<file path="src/rtl/student_audio_rx_fifo.sv">
// student_audio_rx_fifo
// ---------------------
// Stereo sample buffer that sits right after the IIS receive path. A new
// left/right pair is captured on every rising edge of the handler's
// sample-valid level. Pairs are held in a small FIFO and handed to the filter
// datapath over a valid/ready stream, so filter back-pressure never loses
// samples. Dropped pairs are counted, and a synchronous flush is provided for
// reconfiguration.
//
// Ports
//   clk_i         system clock
//   rst_ni        asynchronous active-low reset
//   clear_i       synchronous flush: empties the FIFO, zeroes overflow state
//   smp_l_i       left sample from the IIS handler
//   smp_r_i       right sample from the IIS handler
//   smp_strobe_i  sample-valid level; each 0->1 edge carries one new pair
//   out_valid_o   FIFO head holds a pair
//   out_ready_i   consumer accepts the head this cycle
//   out_l_o       head left sample (first-word-fall-through)
//   out_r_o       head right sample (first-word-fall-through)
//   level_o       current occupancy, 0..DEPTH
//   overflow_o    sticky flag, set on the first dropped pair
//   ovf_cnt_o     dropped-pair count, saturating at all-ones
//
// Output stream handshake: a pair transfers on every clock edge where
// out_valid_o and out_ready_i are both high. out_valid_o never drops without a
// transfer (except on clear_i or reset), and out_l_o/out_r_o stay stable while
// out_valid_o is high and out_ready_i is low.
module student_audio_rx_fifo #(
    parameter int DEPTH = 8,
    parameter int SW    = 16,
    parameter int CNTW  = 8
) (
    input  logic                     clk_i,
    input  logic                     rst_ni,
    input  logic                     clear_i,
    input  logic [SW-1:0]            smp_l_i,
    input  logic [SW-1:0]            smp_r_i,
    input  logic                     smp_strobe_i,
    output logic                     out_valid_o,
    input  logic                     out_ready_i,
    output logic [SW-1:0]            out_l_o,
    output logic [SW-1:0]            out_r_o,
    output logic [$clog2(DEPTH):0]   level_o,
    output logic                     overflow_o,
    output logic [CNTW-1:0]          ovf_cnt_o
);

    localparam int AW = $clog2(DEPTH);
    localparam int LW = AW + 1;
    localparam logic [LW-1:0] FULL_LEVEL = LW'(DEPTH);

    logic [2*SW-1:0] mem [DEPTH];

    logic            strobe_q,   strobe_d;
    logic [AW-1:0]   wr_ptr_q,   wr_ptr_d;
    logic [AW-1:0]   rd_ptr_q,   rd_ptr_d;
    logic [LW-1:0]   level_q,    level_d;
    logic            overflow_q, overflow_d;
    logic [CNTW-1:0] ovf_cnt_q,  ovf_cnt_d;

    logic wr_req;
    logic rd_fire;
    logic wr_accept;
    logic mem_we;

    assign out_valid_o = (level_q != '0);
    assign out_l_o     = mem[rd_ptr_q][2*SW-1:SW];
    assign out_r_o     = mem[rd_ptr_q][SW-1:0];
    assign level_o     = level_q;
    assign overflow_o  = overflow_q;
    assign ovf_cnt_o   = ovf_cnt_q;

    // One write request per rising edge of the strobe, however long it stays high.
    assign wr_req  = smp_strobe_i & ~strobe_q;
    assign rd_fire = out_valid_o & out_ready_i;
    // A full FIFO still takes a pair when the head leaves in the same cycle.
    assign wr_accept = wr_req & ((level_q != FULL_LEVEL) | rd_fire);

    always_comb begin
        strobe_d   = smp_strobe_i;
        wr_ptr_d   = wr_ptr_q;
        rd_ptr_d   = rd_ptr_q;
        level_d    = level_q;
        overflow_d = overflow_q;
        ovf_cnt_d  = ovf_cnt_q;
        mem_we     = 1'b0;

        if (clear_i) begin
            // Flush wins over everything; strobe_d still tracks the input so a
            // strobe held across the flush cannot produce a late write.
            wr_ptr_d   = '0;
            rd_ptr_d   = '0;
            level_d    = '0;
            overflow_d = 1'b0;
            ovf_cnt_d  = '0;
        end else begin
            if (wr_accept) begin
                mem_we   = 1'b1;
                wr_ptr_d = wr_ptr_q + AW'(1);
            end
            if (rd_fire) begin
                rd_ptr_d = rd_ptr_q + AW'(1);
            end
            case ({wr_accept, rd_fire})
                2'b10:   level_d = level_q + LW'(1);
                2'b01:   level_d = level_q - LW'(1);
                default: level_d = level_q;
            endcase
            if (wr_req && !wr_accept) begin
                overflow_d = 1'b1;
                if (ovf_cnt_q != {CNTW{1'b1}}) begin
                    ovf_cnt_d = ovf_cnt_q + CNTW'(1);
                end
            end
        end
    end

    always_ff @(posedge clk_i or negedge rst_ni) begin
        if (!rst_ni) begin
            strobe_q   <= 1'b0;
            wr_ptr_q   <= '0;
            rd_ptr_q   <= '0;
            level_q    <= '0;
            overflow_q <= 1'b0;
            ovf_cnt_q  <= '0;
        end else begin
            strobe_q   <= strobe_d;
            wr_ptr_q   <= wr_ptr_d;
            rd_ptr_q   <= rd_ptr_d;
            level_q    <= level_d;
            overflow_q <= overflow_d;
            ovf_cnt_q  <= ovf_cnt_d;
        end
    end

    // Sample storage carries no reset; only the pointers define what is valid.
    always_ff @(posedge clk_i) begin
        if (mem_we) begin
            mem[wr_ptr_q] <= {smp_l_i, smp_r_i};
        end
    end

endmodule

</file>
<file path="config.mk">
export PLATFORM = sky130hd
export DESIGN_NAME = student_audio_rx_fifo
export DESIGN_NICKNAME = d
export VERILOG_FILES = /design/src/rtl/student_audio_rx_fifo.sv
export SDC_FILE = /design/constraint.sdc
export NUM_CORES = 1
export LEC_CHECK = 0
export ABC_AREA = 0
export CAP_MARGIN = 20
export CORE_MARGIN = 10
export CORE_UTILIZATION = 60
export CTS_CLUSTER_SIZE = 20
export DETAILED_ROUTE_END_ITERATION = 8
export PLACE_DENSITY = 0.8
export RECOVER_POWER = 100
export REMOVE_ABC_BUFFERS = 1
export SETUP_SLACK_MARGIN = 0.2
export SKIP_CTS_REPAIR_TIMING = 1
export SYNTH_ARGS = -nofsm -noshare
export SYNTH_HDL_FRONTEND = slang
export SYNTH_SLANG_ARGS = --single-unit
</file>
<file path="constraint.sdc">
create_clock -name clk_i -period 7.25 [get_ports clk_i]
set_clock_uncertainty 0.2 [all_clocks]
set_input_delay 0.725 -clock clk_i [delete_from_list [all_inputs] [get_ports clk_i]]
set_output_delay 0.725 -clock clk_i [all_outputs]
set_load 0.02 [all_outputs]
</file>
# Word-level counts from Yosys, hierarchy flattened

Memories as Yosys holds them, arrays and structs flattened.
Index checks and enable logic that the tools add are counted.

Register bits: 20
Latch bits: 0
Memory bits (writable): 256
Bits in read-only memories: 0
Input bits: 37
Output and inout port bits: 46
Logic and storage cells: 45
Memories kept: 1

Add/subtract/negate cells: 5
Multiply operators: 0
Divide/modulo/power cells: 0
Order comparisons: 0
Eq/ne operators: 4
Shift operators: 0
Mux-type cells: 15
Bitwise gates (word level): 5
Reduce and logical (&&, ||, !) cells: 9

Memories:

| memory | depth | width | read ports | clocked after Yosys merged registers in | write ports | RTL line | RTL |
|---|---|---|---|---|---|---|---|
| mem    | 8     | 32    | 1          | 0                                       | 1           | 53       | `logic [2*SW-1:0] mem [DEPTH];` |

Operators with widths:

| operator                                                               | number |
|---|---|
| 8-bit two-way mux                                                      | 3 |
| 3-bit two-way mux                                                      | 4 |
| 8-bit by 1-bit adder with 8-bit output (second input constant)         | 1 |
| 8-bit != test (second input constant)                                  | 1 |
| 4-bit one-hot mux with 2 select lines                                  | 1 |
| 2-bit nonzero test                                                     | 4 |
| 3-bit by 1-bit adder with 3-bit output (second input constant)         | 2 |
| 1-bit two-way mux                                                      | 6 |
| 4-bit by 1-bit adder with 4-bit output (second input constant)         | 1 |
| 4-bit two-way mux                                                      | 1 |
| 4-bit != test (second input constant)                                  | 1 |
| 4-bit nonzero test                                                     | 1 |
| 4-bit by 1-bit subtractor with 4-bit output (second input constant)    | 1 |
| 1-bit bitwise AND                                                      | 3 |
| 3-bit nonzero test                                                     | 1 |
| 2-bit by 1-bit equality test with 1-bit output (second input constant) | 1 |
| 2-bit equality test (second input constant)                            | 1 |
| 2-bit AND reduction                                                    | 1 |
| 1-bit logical AND                                                      | 1 |
| 1-bit zero test                                                        | 1 |
| 1-bit inverter                                                         | 1 |
| 1-bit OR                                                               | 1 |

# Logic depth before layout (Yosys ltp)

Depth in word-level cells: 8
Depth in mapped cells: 10
Gate-level depth less buffers: 10

# Worst setup path before layout

Ideal clock, no wire load.

Path type: input port to flip-flop
Start: input port smp_strobe_i
End: memory mem[0][0] (netlist name), enable pin
Setup time: 461 ps
Arrival time: 3689 ps
Required time: 6589 ps
Path slack: 2900 ps
Stages on the path: 5
Buffers on the path: 1
Cells stage by stage: nor2b_1 > buf_2 > o31ai_2 > or3_1 > nor3_1

Word-level cells in the longest chain between the ends: 6

Ends and longest elaborated chain:

| element                                 | RTL line | RTL |
|---|---|---|
| start: declaration                      | 39       | `input logic smp_strobe_i,` |
| 1-bit bitwise AND                       | 75       | `assign wr_req = smp_strobe_i & ~strobe_q;` |
| 1-bit bitwise AND                       | 78       | `assign wr_accept = wr_req & ((level_q != FULL_LEVEL) \| rd_fire);` |
| 1-bit two-way mux                       | 98       | `if (wr_accept) begin` |
| 1-bit two-way mux                       | 89       | `if (clear_i) begin` |
| 1-bit two-way mux                       | 139      | `if (mem_we) begin` |
| 1-bit two-way mux (not written as such) | 140      | `mem[wr_ptr_q] <= {smp_l_i, smp_r_i};` |
| end: declaration                        | 53       |  |

Every way passes these cells.

# Final worst setup path

Start: register rd_ptr_q[1]
End: output port out_l_o[3]

Word-level cells in the longest chain between the ends: 1

Ends and longest elaborated chain:

| element                  | RTL line | RTL |
|---|---|---|
| start: declaration       | 57       | `logic [AW-1:0] rd_ptr_q, rd_ptr_d;` |
| start signal: assignment | 130      | `rd_ptr_q <= rd_ptr_d;` |
| memory 8 x 32 bit        | --       |  |
| end: declaration         | 42       | `output logic [SW-1:0] out_l_o,` |

Every way passes these cells.

==> summary.md <==
| Metric | Value |
|---|---|
| Final wirelength | 21100 um |
| Worst-Margin Slew | 3.02 ns |
| Sw Pwr | 0.000921 W |
| Largest net degree at the start of global routing | 67 |
| Seq pwr share | 0.481 |
| Reg2reg setup slack | 3.02 ns |
| GPL Wtd Cong | 0.805 |
| Leak pwr | 4.06 nW |
| Comb pwr share | 0.178 |
| Port Buffers | 82 |
| Pre-antenna DRT Iters | 5 |
| Peak fanout along the critical path | 66 |
| Synth Flop Type | edfxtp_1 |
| Synth top cells by count | edfxtp_1, mux4_2, mux2_2 |
| Cell Pwr Density | 304 nW/um2 |
| Vias | 5136 |
| Setup Viol. Count Final | 0 |
| Async S/R FF share, synth | 0.0725 |
| Hold Path End | overflow_o |
| Clock power share | 0.341 |
| Violated checks | max-capacitance violations, max-slew violations |
| HP Start | overflow_o |
| Max Clock Freq | 184 MHz |
| RR Endpoint | mem[5][26] |
| Hold Crit Depth | 2 |
| Avg Cell Area, Syn | 21.6 um2 |
| Worst reg-to-reg path cell count | 6 |
| Min-delay worst type | register to register |
| Post-synth EDFFs | 256 |
| Post-route clock period utilization | 0.749 |
| Most instantiated library cell after synthesis | edfxtp_1 |
| Clk sinks | 276 |
| DRC Markers | 0 |
| DR WL met3 | 1420 um |
| Full die area | 23600 um2 |
| Reg2reg start | strobe_q |
| Fin crit period | 5.43 ns |
| Largest area contributor in the netlist | edfxtp_1 |
| Mapped Area | 10700 um2 |
| Hold Vio Cnt, Final | 0 |
| Max Slew Vio Count | 250 |
| Max-cap violation count | 9 |
| Fin nets | 637 |
| Cell variety after synth | 36 |
| Diode count | 0 |
| Share of layout cells above drive strength 1 | 0.225 |
| Crit start category | register |
| Die height | 154 um |
| Data required, critical path | 6.32 ns |
| #FFs+latches synth | 276 |
| Switch share | 0.240 |
| I/O Pins | 83 |
| Post-synth top area share | 0.716 |
| Sequential-to-total area share from yosys stat | 0.763 |
| Per-cell routed wire length | 25.1 um |
| Element type at the critical path end | primary output |
| Setup tns final | 0 ns |
| Global-route wire length before repair | 32700 um |
| Internal Pwr Total | 0.00291 W |
| H-tree depth | 1 |
| Antenna violations before repair | 1 |
| Vias in the first global route | 5587 |
| Clock insertion delay at the later pin of the skew report | 0.52 ns |
| Overflow after GRT | 0 |
| Status | finished with violations |
| Area growth syn-to-layout | 17.4% |
| Starting Density | 0.616 |
| WHS | 0.314 ns |
| CTS Buf Count | 26 |
| Critical path class | register to primary output |
| Post-route ant nets | 0 |
| Core area | 17400 um2 |
| Final HPWL DP | 11600 um |
| Clock transition at path regs | 0.06 ns |
| Relative slew slack | -1.02 |
| GRT Util Overall | 0.178 |
| Number of placement rows | 48 |
| Largest cells by area after synthesis | edfxtp_1, mux4_2, dfrtp_1 |
| Met2 Wirelength | 11000 um |
| Root Buffer | clkbuf_16 |
| CP Data Arrival Time | 4.50 ns |
| Die Width | 154 um |
| Maximum vdd drop | 0.194 mV |
| CTS tree | built |
| Wire length on met1 | 8240 um |
| RSZ-0062 raised after global routing | no |
| Top layer in use | met5 |
| DR iter-0 viols | 368 |
| Cell count after synthesis | 496 |
| Via/cell ratio | 6.13 |
| Synth warn | 0 |
| Clk buf depth | 3 |
==> flip-flops by register name, summed over array words and instances (netlist names) <==
| signal | flops |
|---|---|
| strobe_q | 1 |
| ovf_cnt_o | 8 |
| rd_ptr_q | 3 |
| mem | 256 |
| wr_ptr_q | 3 |
| overflow_o | 1 |
| level_o | 4 |
==> cell type report <==
type,count,area [um2]
fill,1005,4820
tap,225,282
clock buffer,39,761
inverter,2,7.51
sequential,276,8190
multi-input combinational,196,2430
clock inverter,8,70.1
timing repair buffer,92,862
==> power by group through the flow <==
stage	Combinational [W]	Sequential (W)	Clock, W
floorplan	0.000438	0.00190	0
global placement	0.000691	0.00188	0
detailed placement	0.000704	0.00188	0
CTS	0.000715	0.00185	0.00133
global route	0.000734	0.00185	0.00139
finish	0.000681	0.00184	0.00130
==> cell usage in the layout, fill, tap and decap left out, types with 2 or more instances in the layout <==
| cell | instances |
|---|---|
| clkinv_2 | 5 |
| mux4_2 | 64 |
| clkbuf_16 | 27 |
| mux2_1 | 3 |
| a21oi_1 | 4 |
| ha_1 | 5 |
| and3_1 | 2 |
| nor2b_1 | 3 |
| mux2i_1 | 2 |
| clkbuf_1 | 17 |
| xnor2_1 | 5 |
| nand3_1 | 9 |
| xor2_1 | 5 |
| nand4_1 | 2 |
| edfxtp_1 | 256 |
| dlygate4sd3_1 | 81 |
| a311oi_1 | 2 |
| nand2_1 | 8 |
| clkbuf_8 | 4 |
| nand2b_1 | 3 |
| or3_1 | 3 |
| inv_1 | 2 |
| a31oi_1 | 2 |
| mux2_2 | 32 |
| nor3b_1 | 2 |
| nor2_1 | 27 |
| nor3_1 | 5 |
| dfrtp_1 | 18 |
==> per-stage QoR <==
stage / setup slack [ns] / util / instances / total power [W] / area [um2]
global placement: 3.31 / 0.682 / 791 / 0.00257 / 11900
global route: 1.55 / 0.723 / 838 / 0.00398 / 12600
floorplan: 2.73 / - / 474 / 0.00234 / 10600
detailed placement: 3.26 / 0.682 / 791 / 0.00258 / 11900
CTS: 2.63 / 0.730 / 838 / 0.00390 / 12700
finish: 1.82 / 0.723 / 838 / 0.00383 / 12600
==> logic make-up after synthesis <==
logic type | count (synthesis) | synth area share
buf+inv | 24 | 0.00945
fa+ha+maj | 6 | 0.00770
simple gates | 66 | 0.0300
flops | 276 | 0.763
xor+xnor | 10 | 0.00816
mux | 101 | 0.173
compound gates | 13 | 0.00875
==> worst max-delay path by stage <==
stage | cells past startpoint | slack, ns | startpoint | end
after floorplan | 4 | 2.73 | smp_strobe_i | mem[0][0]
after global placement | 4 | 3.31 | rd_ptr_q[0] | out_l_o[7]
after detailed placement | 4 | 3.26 | rd_ptr_q[0] | out_l_o[3]
after CTS | 4 | 2.63 | rd_ptr_q[0] | out_l_o[3]
after global routing | 3 | 1.55 | rd_ptr_q[1] | out_l_o[3]
final | 3 | 1.82 | rd_ptr_q[1] | out_l_o[3]
==> worst max-delay path, stage by stage (launching register included) <==
cell and delay [ns]:
dfrtp_1 2.40, mux4_2 0.62, mux2_2 0.18, dlygate4sd3_1 0.76
==> metal layers <==
layer / GRT usage / vias to the layer above
li1: - / 2239
met1: 0.223 / 2680
met2: 0.307 / 183
met3: 0.0399 / 32
met4: 0.0468 / 2
met5: 0 / -
Note: power is estimated with default switching activity, not from simulation.
